$ cat config.mk
export PLATFORM = sky130hd
export DESIGN_NAME = cdc_bus_arbiter
export DESIGN_NICKNAME = d
export VERILOG_FILES = /design/src/rtl/cdc_bus_arbiter.sv
export SDC_FILE = /design/constraint.sdc
export NUM_CORES = 1
export LEC_CHECK = 0
export BUFFER_PORTS_ARGS = -buffer_cell sky130_fd_sc_hd__clkbuf_2
export CORE_UTILIZATION = 51
export CTS_CLUSTER_SIZE = 14
export DETAILED_ROUTE_END_ITERATION = 12
export HOLD_SLACK_MARGIN = 0.08
export PLACE_DENSITY = 0.88
export SYNTH_ARGS = -nofsm -noshare
export SYNTH_HDL_FRONTEND = slang
export SYNTH_SLANG_ARGS = --single-unit
$ cat constraint.sdc
create_clock -name src_clk -period 2.4 [get_ports src_clk]
set_input_delay 0.24 -clock src_clk [delete_from_list [all_inputs] [get_ports src_clk]]
set_output_delay 0.24 -clock src_clk [all_outputs]
set_load 0.1 [all_outputs]
$ cat src/rtl/cdc_bus_arbiter.sv
// cdc_bus_arbiter
//   Shares one external cdc_handshake channel between NUM_CH quasi-static buses
//   (config/status registers) in the src_clk domain. A channel is dirty when its
//   value differs from the last value delivered. Dirty channels are granted one
//   at a time, and {index, data} goes out through the handshake.
//
// Configuration macro:
//   CDC_ARB_FIXED_PRIO_EN  defined   -> the lowest-index dirty channel wins and
//                                       there is no round-robin pointer
//                                       (channel 0 can starve the others)
//                          undefined -> round-robin starting at rr_ptr (default)
//
// Ports:
//   rst        in   async reset, active-high
//   src_clk    in   clock; all logic is in this domain
//   ch_data    in   channel i = ch_data[i*WIDTH +: WIDTH]
//   ch_synced  out  1 = channel i was delivered and has not changed since
//   hs_data    out  {idx, data} to the handshake src port; stable through WAIT
//   hs_val     out  one-cycle request pulse to the handshake
//   hs_ack     in   one-cycle completion pulse from the handshake
//   busy       out  1 while a transfer is in flight (state != IDLE)
module cdc_bus_arbiter #(
  parameter int unsigned NUM_CH = 4,
  parameter int unsigned WIDTH  = 8,
  parameter int unsigned IDX_W  = 2
) (
  input  logic                    rst,
  input  logic                    src_clk,
  input  logic [NUM_CH*WIDTH-1:0] ch_data,
  output logic [NUM_CH-1:0]       ch_synced,
  output logic [IDX_W+WIDTH-1:0]  hs_data,
  output logic                    hs_val,
  input  logic                    hs_ack,
  output logic                    busy
);

  typedef enum logic [1:0] {
    StIdle,
    StSend,
    StWait
  } state_e;

  state_e                 state_q;
  logic [WIDTH-1:0]       ch_val [NUM_CH];
  logic [WIDTH-1:0]       prev_q [NUM_CH];
  logic [NUM_CH-1:0]      dirty;
  logic                   any_dirty;
  logic [IDX_W-1:0]       sel;
  logic [IDX_W-1:0]       sel_q;
  logic [WIDTH-1:0]       sel_data;
  logic [IDX_W+WIDTH-1:0] hs_data_q;
  logic                   hs_val_q;
  logic                   busy_q;

`ifndef CDC_ARB_FIXED_PRIO_EN
  logic [IDX_W-1:0]       rr_ptr_q;
`endif

  for (genvar i = 0; i < NUM_CH; i++) begin : g_ch
    assign ch_val[i]    = ch_data[i*WIDTH +: WIDTH];
    assign dirty[i]     = (ch_val[i] != prev_q[i]);
    // The channel in flight is not synced yet even if its value already matches.
    assign ch_synced[i] = !dirty[i] && !(busy_q && (sel_q == IDX_W'(i)));
  end

  // Grant selection. Loop indices are constants after unrolling, so every
  // select below stays in range and indices >= NUM_CH can never be produced.
  always_comb begin
    sel       = '0;
    sel_data  = '0;
    any_dirty = 1'b0;
`ifndef CDC_ARB_FIXED_PRIO_EN
    // First pass: channels at or after rr_ptr.
    for (int i = 0; i < NUM_CH; i++) begin
      if (!any_dirty && dirty[i] && (i >= int'(rr_ptr_q))) begin
        any_dirty = 1'b1;
        sel       = IDX_W'(i);
        sel_data  = ch_val[i];
      end
    end
`endif
    // Lowest-index dirty channel: the wrap-around pass for round-robin,
    // or the only pass in fixed-priority mode.
    for (int i = 0; i < NUM_CH; i++) begin
      if (!any_dirty && dirty[i]) begin
        any_dirty = 1'b1;
        sel       = IDX_W'(i);
        sel_data  = ch_val[i];
      end
    end
  end

  always_ff @(posedge src_clk or posedge rst) begin
    if (rst) begin
      state_q   <= StIdle;
      hs_val_q  <= 1'b0;
      busy_q    <= 1'b0;
      hs_data_q <= '0;
      sel_q     <= '0;
`ifndef CDC_ARB_FIXED_PRIO_EN
      rr_ptr_q  <= '0;
`endif
      for (int i = 0; i < NUM_CH; i++) begin
        prev_q[i] <= '0;
      end
    end else begin
      unique case (state_q)
        StIdle: begin
          if (any_dirty) begin
            // Snapshot taken once; later changes are picked up by a new grant.
            hs_data_q <= {sel, sel_data};
            sel_q     <= sel;
            hs_val_q  <= 1'b1;
            busy_q    <= 1'b1;
            state_q   <= StSend;
          end
        end
        StSend: begin
          hs_val_q <= 1'b0;
          state_q  <= StWait;
        end
        StWait: begin
          if (hs_ack) begin
            // prev takes the delivered snapshot, not the live value.
            for (int i = 0; i < NUM_CH; i++) begin
              if (sel_q == IDX_W'(i)) begin
                prev_q[i] <= hs_data_q[WIDTH-1:0];
              end
            end
`ifndef CDC_ARB_FIXED_PRIO_EN
            rr_ptr_q <= (32'(sel_q) == NUM_CH - 1) ? '0 : sel_q + 1'b1;
`endif
            busy_q   <= 1'b0;
            state_q  <= StIdle;
          end
        end
        default: begin
          hs_val_q <= 1'b0;
          busy_q   <= 1'b0;
          state_q  <= StIdle;
        end
      endcase
    end
  end

  assign hs_data = hs_data_q;
  assign hs_val  = hs_val_q;
  assign busy    = busy_q;

endmodule

==> impl_results.md <==
- Die Width: 77.71 um
- Slowest stage delay, CP: 0.69 ns
- Max-cap violations: 0
- WP data arrival: 2.61 ns
- I/O pin count: 51
- Combinational power share: 58.3%
- Number of synthesized flops with an enable pin: 0
- Post-synthesis simple-gate area fraction: 14.38%
- Endpoints failing hold: 0
- Final period util: 98.66%
- Power Dens Cells: 1371 nW/um^2
- Status: finished clean
- Pint: 2.503 mW
- Total power: 5.048 mW
- Met2 global-route usage: 48.58%
- Clk sink count: 48
- Clk slew on worst S/H paths: 0.09 ns
- Initial core utilization: 53.08%
- Drc violations: 0
- Synth top area share: 41.10%
- # rows: 27
- Syn-to-layout area delta: 25.94%
- Dominant synthesized flop cell: dfrtp_1
- Die ar.: 6038 um^2
- H-tree Lvls: 2
- Worst setup EP type: flip-flop
- Initial antenna violation count: 0
- Static Leakage: 1.662 nW
- Global Route met3 Usage: 8.118%
- GP Congestion: 0.9753
- # diodes: 0
- Worst path bufs/invs: 0
- Synth top cells by count: dfrtp_1 (48), mux2_2 (28), inv_1 (19)
- Yosys top cell by area: dfrtp_1
- Core area: 5507 um^2
- Syn. warnings: 0
- Mean Syn Cell Area: 10.29 um^2
- Clock Skews: 0.005342 ns
- Synth Area in XOR/XNOR: 9.589%
- Worst-path maximum fanout: 6
- Worst-Margin Slew: 0.5475 ns
- Setup TNS: 0 ns
- Setup Viol. Count Final: 0
- Maximum clock path buffer count: 2
- Iteration-0 DRC count of the detailed router: 287
- Gr usage total: 30.17%
- CP Data Required Time: 2.65 ns
- Sequential area share after synthesis: 41.10%
- Syn_nets: 323
- GRT overflow: 0
- Adder-cell share of the synthesized area: 1.712%
- Unrepaired setup endpoints after global routing: yes
- Setup Crit Path Kind: reg2reg
- Async set or reset register ratio after synthesis: 100.0%
- Dpl cells: 416
- Mapped Cells: 284
- Clock Latency Late Sink: 0.31 ns
- Final non-filler cell total: 431
- Minimum clock period after layout: 2.368 ns
- Clk pwr share: 10.0%
- Compound-Gate Fraction of Synth Area: 18.32%
- DP HPWL: 6.104 mm
- Most used routing layer: met2
- Die Y: 77.71 um
- First-pass GRT wire length: 13.63 mm
- Detailed Routing Iterations Pass 1: 5
- Vias in the first global route: 2,672
- Routed WL: 8.766 mm
- Sw Ratio: 50.41%
- Num CTS Buffers: 5
- Met1 Use GR: 37.03%
- Largest cells by area after synthesis: dfrtp_1 (41%), mux2_2 (11%), xnor2_1 (4.8%)
- Flops & latches, synth: 48
- Count leader, synth: dfrtp_1
- Critical Path, Cell by Cell: xor2_2 > nor4_4 > nand4_4 > or4b_4 > o21ai_2 > a2111o_1 > nor2b_2
- CP max-delay cell: or4b_4
- Synthesized cell area: 2923 um^2
- Vias: 2,707
- Hold WC Path Type: in2reg
- Yosys cell types: 47
- Final nets: 397
- Max Clk Rate: 422.3 MHz
- Final ANT Viol Nets: 0
- Share of layout cells above drive strength 1: 40.67%
- Slew Viols, Final: 0
- Seq pwr share: 31.7%
- Fillers: 404
- Peak supply drop: 0.8169 mV
- Port Buf Inserts: 50
- Average wire per standard cell: 20.34 um
- Vias per cell: 6.281
- Switch Pwr: 2.545 mW
- Critical path launch point type: flip-flop
- Mux share of post-synthesis cell area: 10.79%
- Largest net degree at the start of global routing: 27
- Main combinational cell family by area after synthesis: compound AO/OA/AOI/OAI gates
- Root Buffer: clkbuf_8
- CP top delay family: simple AND/OR/NAND/NOR gates
- Worst slew margin: 63.66%
- CTS tree: done
-- stage by stage --
stage / instance area (um^2) / util, % / hold slack [ns] / setup slack, ns
2_1_floorplan: 2953 / - / 0.4237 / -0.1026
5_1_grt: 3681 / 66.85 / 0.2782 / -0.03174
4_1_cts: 3540 / 64.28 / 0.2316 / 0.008853
3_5_place_dp: 3423 / 62.17 / 0.2814 / -0.01051
6_report: 3681 / 66.85 / 0.2340 / 0.03227
3_3_place_gp: 3423 / 62.17 / 0.2712 / 0.09358
-- power groups by stage --
stage	clock network (mW)	logic, mW	registers (mW)
2_1_floorplan	0	1.45	2.20
3_3_place_gp	0	2.65	1.57
3_5_place_dp	0	2.73	1.60
4_1_cts	0.507	2.76	1.58
5_1_grt	0.534	3.10	1.66
6_report	0.503	2.94	1.60
-- worst paths after layout --
path                            slack, ns        from  cells past startpoint         end
worst max-delay path                 0.03  prev_q[26]                      7  hs_data[1]
max in group asynchronous            1.20         rst                      4  prev_q[18]
worst min register to register       0.50      hs_val                      1      hs_val
worst min-delay path                 0.23      hs_ack                      4  state_q[1]
worst max register to register       0.03  prev_q[26]                      7  hs_data[1]
min in group asynchronous            0.48         rst                      3  hs_data[6]
-- worst reg2reg max path: stages (launching register included) --
cell and delay (ns):
dfrtp_1 0.42, xor2_2 0.18, nor4_4 0.41, nand4_4 0.16
or4b_4 0.69, o21ai_2 0.21, a2111o_1 0.12, nor2b_2 0.12
-- cell usage in the layout, fill, tap and decap left out, drive strengths merged, types with 3 or more instances in the layout --
cell / synthesis / routed
xor2: 16 / 16
o21ai: 21 / 21
a31oi: 7 / 7
clkbuf: 5 / 55
a2111o: 5 / 5
ha: 4 / 4
inv: 19 / 19
o221ai: 4 / 4
dfrtp: 48 / 48
nand2: 15 / 15
xnor2: 16 / 16
and2: 3 / 3
buf: 4 / 27
nor2: 15 / 15
nand4: 5 / 5
a21oi: 11 / 11
nor2b: 5 / 5
o22a: 6 / 6
o31ai: 6 / 6
nand3: 11 / 11
nor4: 5 / 5
mux2: 28 / 28
-- logic make-up (layout without fill, tap and decap cells) --
| kind of cell | Yosys count | in the layout |
|---|---|---|
| compound gates | 74 | 74 |
| xor+xnor | 32 | 32 |
| flops | 48 | 48 |
| mux | 28 | 28 |
| buf+inv | 29 | 103 |
| simple gates | 69 | 70 |
| fa+ha+maj | 4 | 4 |
-- layer usage --
metal	wire [um]	share of wire (%)	vias up
met5	0	0	-
met4	395	4.5	0
met3	904	10	51
met2	4183	48	188
met1	3283	37	1288
li1	-	-	1180
-- area by class of cell --
cell class	count	area, um^2	share of cell area (%)
clock buffers	8	90.09	2.447
well taps	72	90.09	2.447
inverters	20	75.07	2.039
flip-flops and latches	48	1201	32.63
multi-input cells	208	1744	47.38
repair buffers	75	480.5	13.05
-- repair_timing --
| item | in CTS | in global routing |
|---|---|---|
| setup buffers | 1 | 4 |
| pin swaps | 1 | 9 |
| endpoints found under the hold margin | 22 | 0 |
| resized for setup | 4 | 20 |
| cloned | 0 | 1 |
| setup endpoints to repair | 4 | 10 |
| hold buffers | 1 | 0 |
-- sequential cells by signal (all words and copies together) (netlist names) --
signal,flops
hs_val,1
sel_q,2
prev_q,32
hs_data,8
busy,1
rr_ptr_q,2
state_q,2
Note: power is estimated with default switching activity, not from simulation.
